`src/rtl/muldiv_sequencer_pkg.sv`:
```
// Shared definitions for the RV32M multiply/divide sequencer.
//   - func3 codes of the M-extension operations and the funct7 that marks them
//   - FSM state encoding
//   - helpers telling which operands are treated as signed
package muldiv_sequencer_pkg;

    localparam logic [6:0] FUNCT7_M  = 7'b0000001;

    localparam logic [2:0] MD_MUL    = 3'b000;
    localparam logic [2:0] MD_MULH   = 3'b001;
    localparam logic [2:0] MD_MULHSU = 3'b010;
    localparam logic [2:0] MD_MULHU  = 3'b011;
    localparam logic [2:0] MD_DIV    = 3'b100;
    localparam logic [2:0] MD_DIVU   = 3'b101;
    localparam logic [2:0] MD_REM    = 3'b110;
    localparam logic [2:0] MD_REMU   = 3'b111;

    typedef enum logic [1:0] {
        MDS_IDLE = 2'd0,
        MDS_CALC = 2'd1,
        MDS_DONE = 2'd2
    } mds_state_t;

    // rs1 is signed for MUL, MULH, MULHSU, DIV, REM
    function automatic logic op1_is_signed(input logic [2:0] func3);
        return (func3 == MD_MUL) || (func3 == MD_MULH) || (func3 == MD_MULHSU) ||
               (func3 == MD_DIV) || (func3 == MD_REM);
    endfunction

    // rs2 is signed for MUL, MULH, DIV, REM (MULHSU keeps rs2 unsigned)
    function automatic logic op2_is_signed(input logic [2:0] func3);
        return (func3 == MD_MUL) || (func3 == MD_MULH) ||
               (func3 == MD_DIV) || (func3 == MD_REM);
    endfunction

endpackage

```
`src/rtl/muldiv_iter_core.sv`:
```
// Iterative magnitude datapath: shift-add multiplier and restoring divider
// sharing one accumulator pair, plus the iteration counter.
// Ports:
//   clk, rst_n        clock, asynchronous active-low reset
//   load              capture load_a / load_b, clear accumulator and counter
//   step              perform one iteration
//   is_div            1: divide iteration, 0: multiply iteration
//   load_a, load_b    unsigned magnitudes (multiplier/dividend, multiplicand/divisor)
//   last              current step is the final one (counter == XLEN-1)
//   product, quotient, remainder
//                     values the accumulator holds after the current step, so
//                     the caller can register the final result on the same
//                     edge that performs the last iteration
module muldiv_iter_core #(
    parameter int XLEN  = 32,
    parameter int CNT_W = 6
) (
    input  logic                clk,
    input  logic                rst_n,
    input  logic                load,
    input  logic                step,
    input  logic                is_div,
    input  logic [XLEN-1:0]     load_a,
    input  logic [XLEN-1:0]     load_b,
    output logic                last,
    output logic [2*XLEN-1:0]   product,
    output logic [XLEN-1:0]     quotient,
    output logic [XLEN-1:0]     remainder
);

    // hi_reg: product high half / partial remainder (one guard bit for the trial subtract)
    // lo_reg: multiplier bits being consumed / dividend bits shifting out, quotient shifting in
    logic [XLEN:0]      hi_reg, hi_next;
    logic [XLEN-1:0]    lo_reg, lo_next;
    logic [XLEN-1:0]    b_reg;
    logic [CNT_W-1:0]   cnt_reg;

    logic [XLEN-1:0]    addend;
    logic [XLEN:0]      sum;
    logic [XLEN:0]      shifted;
    logic [XLEN:0]      trial;

    // Multiplicand gated by the current multiplier bit
    for (genvar gi = 0; gi < XLEN; gi++) begin : g_addend
        assign addend[gi] = b_reg[gi] & lo_reg[0];
    end

    always_comb begin
        sum     = {1'b0, hi_reg[XLEN-1:0]} + {1'b0, addend};
        shifted = {hi_reg[XLEN-1:0], lo_reg[XLEN-1]};
        trial   = shifted - {1'b0, b_reg};
        if (is_div) begin
            // Negative trial restores the shifted remainder and shifts in a 0
            hi_next = trial[XLEN] ? shifted : trial;
            lo_next = {lo_reg[XLEN-2:0], ~trial[XLEN]};
        end else begin
            hi_next = {1'b0, sum[XLEN:1]};
            lo_next = {sum[0], lo_reg[XLEN-1:1]};
        end
    end

    assign product   = {hi_next[XLEN-1:0], lo_next};
    assign quotient  = lo_next;
    assign remainder = hi_next[XLEN-1:0];
    assign last      = (cnt_reg == CNT_W'(XLEN - 1));

    always_ff @(posedge clk or negedge rst_n) begin
        if (!rst_n) begin
            hi_reg  <= '0;
            lo_reg  <= '0;
            b_reg   <= '0;
            cnt_reg <= '0;
        end else if (load) begin
            hi_reg  <= '0;
            lo_reg  <= load_a;
            b_reg   <= load_b;
            cnt_reg <= '0;
        end else if (step) begin
            hi_reg  <= hi_next;
            lo_reg  <= lo_next;
            cnt_reg <= cnt_reg + 1'b1;
        end
    end

endmodule

```
`src/rtl/muldiv_sequencer.sv`:
```
// RV32M multiply/divide sequencer for the Execute stage.
// Accepts one M-extension op, runs it over XLEN cycles in muldiv_iter_core,
// stalls the pipeline meanwhile and pulses o_done with the result.
// Ports:
//   clk, rst_n   clock, asynchronous active-low reset
//   i_start      M-extension op present in EX (sampled in IDLE only)
//   i_func3      operation select (MUL..REMU)
//   i_op1/i_op2  forwarded rs1/rs2
//   i_kill       flush; aborts the op in flight, blocks a start
//   o_busy       state is not IDLE
//   o_stall      freeze IF/ID/EX
//   o_done       one-cycle result-valid pulse
//   o_result     result, valid while o_done=1 (0 otherwise)
module muldiv_sequencer
    import muldiv_sequencer_pkg::*;
#(
    parameter int XLEN  = 32,
    parameter int CNT_W = 6
) (
    input  logic            clk,
    input  logic            rst_n,
    input  logic            i_start,
    input  logic [2:0]      i_func3,
    input  logic [XLEN-1:0] i_op1,
    input  logic [XLEN-1:0] i_op2,
    input  logic            i_kill,
    output logic            o_busy,
    output logic            o_stall,
    output logic            o_done,
    output logic [XLEN-1:0] o_result
);

    mds_state_t         state_reg;
    logic [2:0]         func3_reg;
    logic               sign1_reg;
    logic               sign2_reg;
    logic [XLEN-1:0]    result_reg;

    // Acceptance-side decode
    logic               accept;
    logic               sign1, sign2;
    logic [XLEN-1:0]    mag1, mag2;
    logic               div_zero, div_ovf, special;
    logic [XLEN-1:0]    special_res;

    // Core interface
    logic               core_last;
    logic [2*XLEN-1:0]  core_prod;
    logic [XLEN-1:0]    core_quo, core_rem;

    // Sign fix-up of the final iteration's values
    logic [2*XLEN-1:0]  prod_fix;
    logic [XLEN-1:0]    quo_fix, rem_fix, final_res;

    localparam logic [XLEN-1:0] INT_MIN = {1'b1, {(XLEN-1){1'b0}}};

    always_comb begin
        accept   = (state_reg == MDS_IDLE) && i_start && !i_kill;
        sign1    = op1_is_signed(i_func3) & i_op1[XLEN-1];
        sign2    = op2_is_signed(i_func3) & i_op2[XLEN-1];
        mag1     = sign1 ? -i_op1 : i_op1;
        mag2     = sign2 ? -i_op2 : i_op2;
        div_zero = (i_op2 == '0);
        div_ovf  = ((i_func3 == MD_DIV) || (i_func3 == MD_REM)) &&
                   (i_op1 == INT_MIN) && (i_op2 == '1);
        special  = i_func3[2] && (div_zero || div_ovf);
        // func3[1] selects the remainder variants
        if (div_zero) begin
            special_res = i_func3[1] ? i_op1 : '1;
        end else begin
            special_res = i_func3[1] ? '0 : INT_MIN;
        end
    end

    always_comb begin
        // Sign flags of unsigned operands are already zero, so one XOR covers
        // MUL/MULH/MULHSU/MULHU alike
        prod_fix = (sign1_reg ^ sign2_reg) ? -core_prod : core_prod;
        quo_fix  = (sign1_reg ^ sign2_reg) ? -core_quo  : core_quo;
        rem_fix  = sign1_reg ? -core_rem : core_rem;
        case (func3_reg)
            MD_MUL:                final_res = prod_fix[XLEN-1:0];
            MD_MULH, MD_MULHSU,
            MD_MULHU:              final_res = prod_fix[2*XLEN-1:XLEN];
            MD_DIV, MD_DIVU:       final_res = quo_fix;
            default:               final_res = rem_fix;
        endcase
    end

    muldiv_iter_core #(
        .XLEN  (XLEN),
        .CNT_W (CNT_W)
    ) u_core (
        .clk       (clk),
        .rst_n     (rst_n),
        .load      (accept && !special),
        .step      (state_reg == MDS_CALC),
        .is_div    (func3_reg[2]),
        .load_a    (mag1),
        .load_b    (mag2),
        .last      (core_last),
        .product   (core_prod),
        .quotient  (core_quo),
        .remainder (core_rem)
    );

    always_ff @(posedge clk or negedge rst_n) begin
        if (!rst_n) begin
            state_reg  <= MDS_IDLE;
            func3_reg  <= '0;
            sign1_reg  <= 1'b0;
            sign2_reg  <= 1'b0;
            result_reg <= '0;
        end else begin
            case (state_reg)
                MDS_IDLE: begin
                    if (accept) begin
                        func3_reg <= i_func3;
                        sign1_reg <= sign1;
                        sign2_reg <= sign2;
                        if (special) begin
                            result_reg <= special_res;
                            state_reg  <= MDS_DONE;
                        end else begin
                            state_reg  <= MDS_CALC;
                        end
                    end
                end
                MDS_CALC: begin
                    if (i_kill) begin
                        state_reg <= MDS_IDLE;
                    end else if (core_last) begin
                        result_reg <= final_res;
                        state_reg  <= MDS_DONE;
                    end
                end
                default: begin
                    state_reg <= MDS_IDLE;
                end
            endcase
        end
    end

    // Start is ignored while reset is asserted, hence the rst_n term
    assign o_busy   = (state_reg != MDS_IDLE);
    assign o_stall  = rst_n && (accept || (state_reg == MDS_CALC));
    assign o_done   = (state_reg == MDS_DONE) && !i_kill;
    assign o_result = o_done ? result_reg : '0;

endmodule
```
`config.mk`:
```
export PLATFORM = sky130hd
export DESIGN_NAME = muldiv_sequencer
export DESIGN_NICKNAME = d
export VERILOG_FILES = /design/src/rtl/muldiv_sequencer_pkg.sv /design/src/rtl/muldiv_iter_core.sv /design/src/rtl/muldiv_sequencer.sv
export SDC_FILE = /design/constraint.sdc
export NUM_CORES = 1
export LEC_CHECK = 0
export ABC_AREA = 1
export BUFFER_PORTS_ARGS = -buffer_cell sky130_fd_sc_hd__buf_2
export CAP_MARGIN = 10
export CORE_AREA = 2 2 208 190
export DETAILED_ROUTE_END_ITERATION = 8
export DIE_AREA = 0 0 210 192
export PLACE_DENSITY = 0.7
export REMOVE_ABC_BUFFERS = 1
export SYNTH_ARGS = -nofsm -noshare
export SYNTH_HDL_FRONTEND = slang
export SYNTH_SLANG_ARGS = --single-unit
```
`constraint.sdc`:
```
create_clock -name clk -period 4.55 [get_ports clk]
set_input_delay 0.455 -clock clk [delete_from_list [all_inputs] [get_ports clk]]
set_output_delay 0.455 -clock clk [all_outputs]
set_load 0.01 [all_outputs]
```
==> metrics.txt <==
share of cells above drive strength 1 0.131; CTS root buf clkbuf_16; Critical R2R Launch u_core.b_reg[18]$_DFFE_PN0P_; IO Count 106; Post-route DRC 0; full die area between 40000 and 50000 um2; first-pass GRT wire length around 110000 um; antenna fix cells 0; Worst Path Required approximately 4.9 ns; GRT Overall Usage 0.363; FFs w/ async S/R, synth 1.00; Vias per Instance ~5.7; DRT iter0 DRCs 2341; Worst-Margin Slew around 1.1 ns; Vias a little over 20000; vias in the first global route roughly 19000; total power between 15000 and 20000 uW; YS warnings 0; crit path capture result_reg[12]$_DFFE_PN0P_; Slew HR 0.245; Max-cap violations 0; status complete, no violations; # hold bufs at CTS 0; Syn Area/Cell between 5 and 6 um2; routed wire length between 70000 and 80000 um; crit-path max cell delay about 0.38 ns; pwr dens between 700 and 800 nW/um2; final hold viol count 0; CP max FO 5; Clock H-tree levels 4; Max VDD drop ~0.58 mV; initial antenna violation count 1; average routed wire per standard cell 20.0 um; CP endpoint kind flop; fin nets roughly 3300; Area Overhead vs Synth 14.2%; # setup viols final 0; core area 38000 um2; gpl congestion around 1.1; CTS tree yes; clock latency on the worst-skew pair ~0.48 ns; CTS max path bufs 2; largest net degree at the start of global routing 76; drt pass-1 iters 6; post-layout util 0.520; clk slew on worst S/H paths approximately 0.080 ns; CP startpoint u_core.b_reg[18]$_DFFE_PN0P_; Setup crit start kind flop; DP HPWL 58200 um; Register-to-Register Path Depth 30; CTS buffer count 17; Post-synth EDFFs 0; Tightest Hold Check Type primary input to asynchronous set/reset pin; crit path DAT roughly 4.7 ns; total gr overflow 0; register bit total from synthesis 141; f_max about 230 MHz; IO buf count 105; Worst path most repeated cell nand2_4; critical path type flop to flop; register area share after synthesis 0.204; Die Wd about 210 um; Die Ht about 190 um; Post-Syn Instances slightly below 3000; Pins Over Slew Limit 0; mapped cell area about 17000 um2; worst reg-to-reg setup slack between 0.15 and 0.2 ns; # rows 68; Worst R2R End result_reg[12]$_DFFE_PN0P_; ANT nets after route 0; Post-synth top flop dfrtp_1; Yosys cell types 61; crit path time final ~4.4 ns; CP max-delay cell dfrtp_1; Initial Util 0.456; clk sink count about 140; ratio of final minimum period to clock period 0.963; skew final 0.0163 ns; LEAKAGE 0.0107 uW
==> worst min-delay path by stage <==
stage,slack (ns),end,startpoint,cells past startpoint
final,0.02,u_core.hi_reg[6]$_DFFE_PN0P_,rst_n,1
after global routing,0.07,u_core.hi_reg[6]$_DFFE_PN0P_,rst_n,1
after CTS,0.05,u_core.hi_reg[6]$_DFFE_PN0P_,rst_n,1
after detailed placement,0.48,result_reg[26]$_DFFE_PN0P_,result_reg[26]$_DFFE_PN0P_,2
after global placement,0.47,func3_reg[0]$_DFFE_PN0P_,func3_reg[0]$_DFFE_PN0P_,2
after floorplan,0.16,func3_reg[0]$_DFFE_PN0P_,rst_n,0
==> stage by stage <==
| stage | std cells | setup WS (ns) | TNS (ns) | hold slack [ns] | cell area (um2) |
|---|---|---|---|---|---|
| CTS | 3633 | 0.0341 | 0 | 0.0548 | 19500 |
| finish | 3644 | 0.167 | 0 | 0.0236 | 19800 |
| global placement | 3602 | 0.181 | 0 | 0.473 | 19000 |
| detailed placement | 3602 | 0.0658 | 0 | 0.478 | 19000 |
| global route | 3644 | -0.0517 | -0.152 | 0.0713 | 19800 |
| floorplan | 2890 | -0.968 | -22.22 | 0.159 | 16900 |
==> routing by layer <==
| metal | share of wire | routed length [um] | GRT usage |
|---|---|---|---|
| met1 | 0.45 | 33000 | 0.523 |
| met2 | 0.40 | 29300 | 0.520 |
| met3 | 0.12 | 8430 | 0.100 |
| met4 | 0.031 | 2260 | 0.116 |
| met5 | 0 | 0 | 0 |
==> cells by family after synthesis <==
group | Yosys count | share of synthesized area
AO/OA/AOI/OAI | 478 | 0.158
flip-flops | 141 | 0.204
multiplexers | 1 | 0.000578
adder cells (fa/ha/maj) | 72 | 0.0529
XOR/XNOR | 105 | 0.0531
buffers and inverters | 585 | 0.132
AND/OR/NAND/NOR | 1602 | 0.399
==> cell usage after synthesis, types with 4 or more instances <==
cell | count | area [um2]
o211ai_1 | 14 | 105
clkinv_1 | 5 | 18.8
nor2_2 | 20 | 125
nand3_2 | 11 | 110
buf_2 | 16 | 80.1
nand3b_1 | 10 | 75.1
nand2_2 | 35 | 219
o221ai_1 | 20 | 175
xor2_1 | 75 | 657
clkbuf_1 | 56 | 210
nand3_1 | 209 | 1050
nor2_1 | 383 | 1440
a22oi_1 | 14 | 105
nor4_1 | 6 | 37.5
nor3_1 | 39 | 195
o21ai_2 | 7 | 61.3
dfrtp_1 | 141 | 3530
a31oi_1 | 14 | 87.6
nor2_4 | 11 | 124
o21bai_1 | 12 | 90.1
ha_1 | 70 | 876
a21oi_1 | 149 | 746
o21a_1 | 7 | 52.6
buf_4 | 5 | 37.5
nand4_1 | 36 | 225
or2_2 | 4 | 25.0
nand2_1 | 816 | 3060
a21o_1 | 8 | 60.1
buf_1 | 11 | 41.3
nand2_4 | 5 | 56.3
o21ai_0 | 176 | 881
a21oi_2 | 5 | 43.8
o21ai_1 | 15 | 75.1
inv_2 | 9 | 33.8
xnor2_1 | 30 | 263
o22ai_1 | 28 | 175
inv_1 | 477 | 1790
==> final cells by class <==
type / instances / area, um2
Clock buffer: 17 / 425
Clock inverter: 14 / 144
Fill cell: 4013 / 18200
Inverter: 491 / 1840
Multi-Input combinational cell: 2258 / 11700
Sequential cell: 141 / 3530
Tap cell: 490 / 613
Timing Repair Buffer: 233 / 1560
==> worst max-delay path: cells and delay by family, from the launching register on <==
kind | cells | cell delay, ns
buf+inv | 4 | 0.43
compound gates | 4 | 0.34
simple gates | 20 | 2.55
flops | 1 | 0.38
fa+ha+maj | 2 | 0.54
==> cell usage in the layout, fill, tap and decap left out, drive strengths merged, types with 30 or more instances in the layout <==
cell type  Yosys  routed
a21oi        154     154
buf           37     233
dfrtp        141     141
ha            70      70
inv          486     489
nand2        857     857
nand3        223     223
nand4         37      37
nor2         414     414
nor3          41      41
o21ai        199     199
xnor2         30      30
xor2          75      75
==> power by group <==
part | internal, uW | leakage, uW | switching (uW)
combinational | 3670 | 0.00863 | 7680
sequential | 1750 | 0.00176 | 468
clock | 804 | 0.000279 | 658
==> what timing repair did <==
| item | 4_1_cts | 5_1_grt |
|---|---|---|
| setup buffers | 0 | 11 |
| endpoints found under the setup margin | 0 | 26 |
| resized for setup | 0 | 38 |
Power figures use the tool's default switching activity.
